===== config.mk =====
export PLATFORM = sky130hd
export DESIGN_NAME = imem_loader
export DESIGN_NICKNAME = d
export VERILOG_FILES = /design/src/rtl/imem_loader_pkg.sv /design/src/rtl/imem_loader_byte_assembler.sv /design/src/rtl/imem_loader.sv
export SDC_FILE = /design/constraint.sdc
export NUM_CORES = 1
export LEC_CHECK = 0
export ABC_AREA = 1
export CELL_PAD_IN_SITES_DETAIL_PLACEMENT = 0
export CELL_PAD_IN_SITES_GLOBAL_PLACEMENT = 1
export CORE_MARGIN = 3
export CORE_UTILIZATION = 32
export DETAILED_ROUTE_END_ITERATION = 7
export PLACE_DENSITY = 0.81
export SLEW_MARGIN = 20
export SYNTH_ARGS = -nofsm -noshare
export SYNTH_HDL_FRONTEND = slang
export SYNTH_SLANG_ARGS = --single-unit

===== constraint.sdc =====
create_clock -name clk -period 1.35 [get_ports clk]
set_input_delay 0.3375 -clock clk [delete_from_list [all_inputs] [get_ports clk]]
set_output_delay 0.3375 -clock clk [all_outputs]
set_load 0.005 [all_outputs]

===== src/rtl/imem_loader_pkg.sv =====
// Shared types and sizing for the instruction-memory loader.
// Defaults: 32-bit instruction words, 64-word memory.
package imem_loader_pkg;

  typedef enum logic [1:0] {
    IDLE  = 2'd0,
    RECV  = 2'd1,
    WRITE = 2'd2,
    DONE  = 2'd3
  } state_t;

  localparam int WORD_BITS      = 32;
  localparam int DEPTH          = 64;
  localparam int BYTES_PER_WORD = WORD_BITS / 8;

endpackage


===== src/rtl/imem_loader_byte_assembler.sv =====
// Little-endian byte-to-word shift register; word_done flags the byte that completes a word.
// Zero latency on word_done; no backpressure of its own, shift_en is gated by the caller.
module byte_assembler #(
  parameter int N = 32
) (
  input  logic         clk,
  input  logic         reset,
  input  logic         clear,
  input  logic         shift_en,
  input  logic [7:0]   byte_in,
  output logic [N-1:0] word,
  output logic         word_done
);

  localparam int BPW = N / 8;
  localparam int CW  = (BPW > 1) ? $clog2(BPW) : 1;
  localparam logic [CW-1:0] LAST = CW'(BPW - 1);

  logic [CW-1:0] cnt_q;

  assign word_done = shift_en && (cnt_q == LAST);

  always_ff @(posedge clk or negedge reset) begin
    if (!reset) begin
      cnt_q <= '0;
    end else if (clear) begin
      cnt_q <= '0;
    end else if (shift_en) begin
      cnt_q <= word_done ? '0 : cnt_q + 1'b1;
    end
  end

  // Bytes enter at the top and migrate down, so the first byte ends in [7:0].
  generate
    if (N > 8) begin : g_shift
      always_ff @(posedge clk or negedge reset) begin
        if (!reset) begin
          word <= '0;
        end else if (clear) begin
          word <= '0;
        end else if (shift_en) begin
          word <= {byte_in, word[N-1:8]};
        end
      end
    end else begin : g_single
      always_ff @(posedge clk or negedge reset) begin
        if (!reset) begin
          word <= '0;
        end else if (clear) begin
          word <= '0;
        end else if (shift_en) begin
          word <= byte_in;
        end
      end
    end
  endgenerate

endmodule


===== src/rtl/imem_loader.sv =====
// Loads a program from a byte stream into instruction memory and holds the CPU in reset meanwhile.
// Last byte at edge k -> we in cycle k+1, done in k+2; in_ready drops during WRITE and on abort.
module imem_loader #(
  parameter int N     = imem_loader_pkg::WORD_BITS,
  parameter int DEPTH = imem_loader_pkg::DEPTH
) (
  input  logic                     clk,
  input  logic                     reset,
  input  logic                     start,
  input  logic [$clog2(DEPTH):0]   len,
  input  logic                     abort,
  input  logic                     in_valid,
  input  logic [7:0]               in_data,
  output logic                     in_ready,
  output logic                     we,
  output logic [$clog2(DEPTH)-1:0] waddr,
  output logic [N-1:0]             wdata,
  output logic                     busy,
  output logic                     done,
  output logic                     error,
  output logic                     cpu_reset
);

  import imem_loader_pkg::*;

  localparam int AW = $clog2(DEPTH);
  localparam int LW = AW + 1;
  localparam logic [LW-1:0] DEPTH_L = LW'(DEPTH);

  state_t          state_q, state_d;
  logic [LW-1:0]   len_q;
  logic [LW-1:0]   word_cnt;
  logic            error_q, error_d;
  logic            loaded_q;
  logic            clear;
  logic            shift_en;
  logic            word_done;
  logic            len_ok;
  logic            last_word;
  logic [N-1:0]    word;

  byte_assembler #(.N(N)) u_byte_assembler (
    .clk       (clk),
    .reset     (reset),
    .clear     (clear),
    .shift_en  (shift_en),
    .byte_in   (in_data),
    .word      (word),
    .word_done (word_done)
  );

  // Abort wins over a byte offered in the same cycle, so ready drops with it.
  assign in_ready  = (state_q == RECV) && !abort;
  assign shift_en  = in_ready && in_valid;
  assign len_ok    = (len != '0) && (len <= DEPTH_L);
  assign last_word = ((word_cnt + 1'b1) == len_q);

  always_comb begin
    state_d = state_q;
    error_d = 1'b0;
    clear   = 1'b0;
    we      = 1'b0;
    busy    = 1'b0;
    done    = 1'b0;
    case (state_q)
      IDLE: begin
        if (start) begin
          if (len_ok) begin
            state_d = RECV;
            clear   = 1'b1;
          end else begin
            error_d = 1'b1;
          end
        end
      end
      RECV: begin
        busy    = 1'b1;
        error_d = start;
        if (abort) begin
          state_d = IDLE;
        end else if (word_done) begin
          state_d = WRITE;
        end
      end
      WRITE: begin
        busy    = 1'b1;
        we      = 1'b1;
        error_d = start;
        if (abort) begin
          state_d = IDLE;
        end else if (last_word) begin
          state_d = DONE;
        end else begin
          state_d = RECV;
        end
      end
      DONE: begin
        done    = 1'b1;
        error_d = start;
        state_d = IDLE;
      end
      default: state_d = IDLE;
    endcase
  end

  always_ff @(posedge clk or negedge reset) begin
    if (!reset) begin
      state_q  <= IDLE;
      len_q    <= '0;
      word_cnt <= '0;
      error_q  <= 1'b0;
      loaded_q <= 1'b0;
    end else begin
      state_q <= state_d;
      error_q <= error_d;
      if (clear) begin
        len_q    <= len;
        word_cnt <= '0;
      end else if ((state_q == WRITE) && !abort) begin
        word_cnt <= word_cnt + 1'b1;
      end
      // An aborted load leaves the memory image incomplete, so the CPU stays held.
      if (state_q == DONE) begin
        loaded_q <= 1'b1;
      end else if (busy && abort) begin
        loaded_q <= 1'b0;
      end
    end
  end

  assign error     = error_q;
  assign waddr     = word_cnt[AW-1:0];
  assign wdata     = word;
  assign cpu_reset = busy || !(loaded_q || done);

endmodule


Yosys cells after proc, flatten, opt, wreduce, memory -nomap -nowiden
Index checks and enable logic that the tools add are counted.

operators by class
  add/subtract/negate cells = 2
  $lt $le $gt $ge = 1
  equality and inequality tests = 8
  muxes and demuxes = 25
  reduce and logical (&&, ||, !) cells = 18

operators with widths
  operator                                                                 count
  32-bit two-way mux                                                       2
  2-bit two-way mux                                                        9
  7-bit two-way mux                                                        2
  1-bit two-way mux                                                        10
  2-bit case mux with 4 select lines                                       1
  7-bit by 1-bit adder with 7-bit output, second input constant            1
  7-bit == test                                                            1
  7-bit less-or-equal comparator, second input constant                    1
  7-bit nonzero test                                                       1
  2-bit == test, second input constant                                     3
  1-bit logical AND                                                        6
  2-bit nonzero test                                                       3
  2-bit inequality test, second input constant                             2
  3-bit by 2-bit inequality test with 1-bit output, second input constant  1
  3-bit AND reduction                                                      1
  3-bit OR reduction                                                       1
  2-bit by 1-bit adder with 2-bit output, second input constant            1
  2-bit by 1-bit == test with 1-bit output, second input constant          1
  1-bit logical NOT                                                        2
  2-bit logical NOT                                                        1
  1-bit logical OR                                                         2
  1-bit case mux with 2 select lines                                       1
  2-bit OR reduction                                                       1

word-level totals
  register bits = 52
  input bits = 20
  output and inout port bits = 44
  word-level logic and storage cells = 61

Longest topological paths before layout
  word-level depth = 7
  depth in mapped cells = 12

Cells and area by module
From an unflattened synthesis, not the netlist that was laid out.

second synthesis, totals
  cells, all modules = 317
  area, all modules = 2637.5 µm²

modules (own cells, without submodules)
  module          times used  cells each  area an instance (µm²)
  byte_assembler  1           152         1477.7
  imem_loader     1           165         1159.9

Worst setup path before layout
Ideal clock, no wire load.

  path type = register to register
  from = reg state_q[0]
  to = reg state_q[1]
  library setup time = 65 ps
  arrival = 1415 ps
  slack = -130 ps
  stages on the path, launching flop included = 13
  clock period less this slack = 1480 ps
  path through = dfrtp_1 -> inv_1 -> ha_1 -> inv_1 -> nor2_2 -> nand3_1 -> nor2_1 -> nand3_1 -> nor2_1 -> nand3_1 -> nand2_1 -> nand2_1 -> nand2_1

on the way
  word-level cells in the longest chain between the ends = 6
  elaborated cells between the ends (all ways) = 12
  classes of those cells = eq/ne: 6; mux: 1; reduce/logical: 5

ends and longest elaborated chain
  element                                                     line                                  source
  start: declaration                                          imem_loader.sv:30                     state_t state_q, state_d;
  start signal: assignment                                    imem_loader.sv:114                    state_q <= state_d;
  2-bit by 1-bit == test with 1-bit output                    imem_loader.sv:53, imem_loader.sv:65
  1-bit logical AND                                           imem_loader.sv:53                     assign in_ready = (state_q == RECV) && !abort;
  1-bit logical AND                                           imem_loader.sv:54                     assign shift_en = in_ready && in_valid;
  1-bit logical AND                                           imem_loader_byte_assembler.sv:21      assign word_done = shift_en && (cnt_q == LAST);
  3-bit by 2-bit inequality test with 1-bit output (no line)  n/a
  3-bit AND reduction (no line)                               n/a

Parallel ways exist; a longest one is shown, timed or not.
A chain may end at the register's enable or synchronous reset.

Final worst setup path
  from = reg state_q[1]
  to = out done

on the way
  word-level cells in the longest chain between the ends = 2

ends and longest elaborated chain
  element            line               source
  2-bit == test      imem_loader.sv:65  case (state_q)
  1-bit two-way mux  imem_loader.sv:65
  end: declaration   imem_loader.sv:19  output logic done,

Every way passes these cells.

==> results.py <==
metrics = {
    "run_status": {
        "status": "finished, violations left",
        "violations": "negative hold slack, negative setup slack",
    },
    "timing": {
        "rsz0062_at_grt": "true",
        "fin_skew_ps": 10.4,
        "layout_setup_ws_ps": -353,
        "worst_pin_slew_ps": 292,
        "period_share": 1.26,
        "setup_violations": 49,
        "fin_hold_ws_ps": -1.06,
        "hold_violations": 1,
        "min_period_ps": 1700,
        "drv_slew": 0,
        "fmax_mhz": 587,
        "relSlewSlack": 0.805,
        "final.setup.tns_ps": -14860,
    },
    "clock_network": {
        "worstSkewPairLatency_ps": 310,
        "htreeDepth": 2,
        "cts_tree": "built",
        "cts_buffer_depth": 2,
        "numClockSinks": 52,
        "cts_root_buffer": "clkbuf_8",
        "clk_pin_slew_ps": 90,
        "cts_hold_buf": 0,
        "numCtsBuffers": 5,
    },
    "logic_synthesis": {
        "synthSimpleGateAreaFrac": 0.254,
        "synth_area_per_cell_sq_um": 7.99,
        "synth_nets": 340,
        "synthAdderAreaFrac": 0.0350,
        "synthMuxAreaShare": 0,
        "synth_seq_cells": 52,
        "synth_top_family_by_area": "simple AND/OR/NAND/NOR gates",
        "ys_seq_area_frac": 0.520,
        "synth_cells": 313,
        "ys_warn_count": 0,
        "yosys.cell_types.count": 19,
        "syn_area_sq_um": 2500,
        "synth-xor-area-share": 0.00350,
        "synth_compound_area_frac": 0.102,
    },
    "worst_hold_path": {
        "min_path_type": "input port to asynchronous set/reset pin",
    },
    "setup_path": {
        "rr_worst_depth": 10,
        "critPathMaxFanout": 3,
        "worstSetupStartpointType": "register",
        "cp.arrival_ps": 1370,
        "endpoint_kind": "primary output",
        "worstPathRequired_ps": 1010,
        "worstSetupPathType": "register to primary output",
    },
    "route": {
        "ant_nets": 0,
        "wl_per_cell_microns": 14.0,
        "dr.pass1.iters": 4,
        "drt_first_iter_violations": 102,
        "viasPerCell": 4.64,
        "routed-via-count": 2574,
        "wl_microns": 7790,
        "route.detailed.drc": 0,
    },
    "global_routing": {
        "met3_usage": 0.0207,
        "busiest_layer": "met2",
        "use_met2": 0.272,
        "grt_pass1_vias": 2432,
        "grt_use_met1": 0.213,
        "grt_use_total": 0.160,
        "grt_overflow": 0,
        "grt_pass1_wl_microns": 11400,
        "antenna_found_initial": 0,
        "grt_max_degree": 53,
    },
    "layout": {
        "n_antenna_cell": 0,
        "nets": 482,
        "drive_gt1_frac": 0.417,
        "area_delta_synth_final_pct": 82.5,
    },
    "die": {
        "num_io_pins": 64,
        "std_cell_rows": 31,
        "core-area_sq_um": 7410,
        "dieArea_sq_um": 8920,
        "die_h_microns": 94.4,
        "dieWidth_microns": 94.4,
        "initial_utilization": 0.338,
    },
    "place": {
        "gp_congestion": 0.762,
        "numPortBuffers": 63,
        "dp_hpwl_microns": 4390,
    },
    "run": {
        "cap_violations": 0,
    },
    "pwr": {
        "power-per-cell-area_nw_per_um2": 1840,
        "leakage_uw": 0.00227,
        "max-vdd-ir-drop_v": 0.00111,
    },
}
==> flip-flops by register name, summed over array words and instances, names as in the netlist <==
register / count
error: 1
len_q: 7
u_byte_assembler.cnt_q: 2
loaded_q: 1
state_q: 2
word_cnt: 7
u_byte_assembler.word: 32
==> critical path, stage by stage, from the launching register on <==
cell	delay, ps
dfrtp_2	450
ha_2	220
buf_4	140
dlygate4sd2_1	250
==> synthesized netlist by cell type <==
| cell | count | area share |
|---|---|---|
| a21boi_0 | 1 | 0.0030 |
| a21oi_1 | 36 | 0.072 |
| buf_2 | 10 | 0.020 |
| buf_4 | 7 | 0.021 |
| dfrtp_1 | 52 | 0.52 |
| ha_1 | 7 | 0.035 |
| inv_1 | 28 | 0.042 |
| inv_2 | 2 | 0.0030 |
| nand2_1 | 121 | 0.18 |
| nand2_2 | 1 | 0.0025 |
| nand3_1 | 15 | 0.030 |
| nand3_2 | 1 | 0.0040 |
| nand4_1 | 6 | 0.015 |
| nor2_1 | 9 | 0.013 |
| nor2_2 | 2 | 0.0050 |
| nor3_1 | 1 | 0.0020 |
| o21ai_0 | 12 | 0.024 |
| o21bai_1 | 1 | 0.0030 |
| xnor2_1 | 1 | 0.0035 |
==> where the power goes <==
part	total, uW	internal [uW]	leakage (uW)	switching, uW
logic	4740	2670	0.00152	2070
registers	2550	2150	0.000688	406
clock network	1090	561	0.0000558	533
total	8390	5380	0.00227	3010
==> repair_timing <==
| action | 4_1_cts | 5_1_grt |
|---|---|---|
| pin swaps | 15 | 23 |
| gates resized for setup | 97 | 108 |
| setup buffers | 39 | 17 |
| cloned | 2 | 4 |
| endpoints found under the setup margin | 94 | 60 |
==> worst paths after layout <==
check	slack, ps	startpoint	endpoint
setup / recovery	-350	state_q[1]	done
hold reg to reg	530	len_q[0]	len_q[0]
min in group clk	410	len[2]	len_q[2]
hold / removal	-1	reset	len_q[6]
max in group asynchronous	1080	reset	word_cnt[0]
setup reg to reg	-350	state_q[0]	u_byte_assembler.word[20]
==> logic make-up (layout without fill, tap and decap cells) <==
group                    after synthesis  after routing
buffers and inverters                 47            190
flip-flops                            52             52
adder cells (fa/ha/maj)                7              7
AND/OR/NAND/NOR                      156            156
XOR/XNOR                               1              1
AO/OA/AOI/OAI                         50             50
==> per-layer routing <==
layer  part of all wire  vias to the layer above
met1               0.44                     1247
met5                  0                        -
met3              0.030                       10
li1                   -                     1274
met4              0.011                        0
met2               0.52                       43
==> cell type report <==
type,count,area (sq um)
well taps,99,124
clock buffers,6,72.6
flip-flops and latches,52,1310
multi-input cells,214,1400
clock inverters,2,38.8
inverters,30,126
fillers,630,2840
repair buffers,152,1500
==> per-stage QoR <==
step	cells	power, uW	worst slack, ps	utilization	instance area, sq um
after global placement	487	5520	-442	0.470	3480
after detailed placement	487	5560	-473	0.470	3480
after CTS	535	7220	-338	0.536	3970
after global routing	555	8940	-422	0.616	4570
final	555	8390	-353	0.616	4570
after floorplan	313	3850	-22.1	-	2540
==> cells in the final DEF (no fill, tap or decap), types with 14 or more instances in the layout <==
master,n
buf_6,17
dlygate4sd2_1,39
nand3_1,14
a21oi_2,28
nand2_1,87
buf_4,62
nand2_4,24
inv_1,24
dfrtp_1,49
Power figures use the tool's default switching activity.
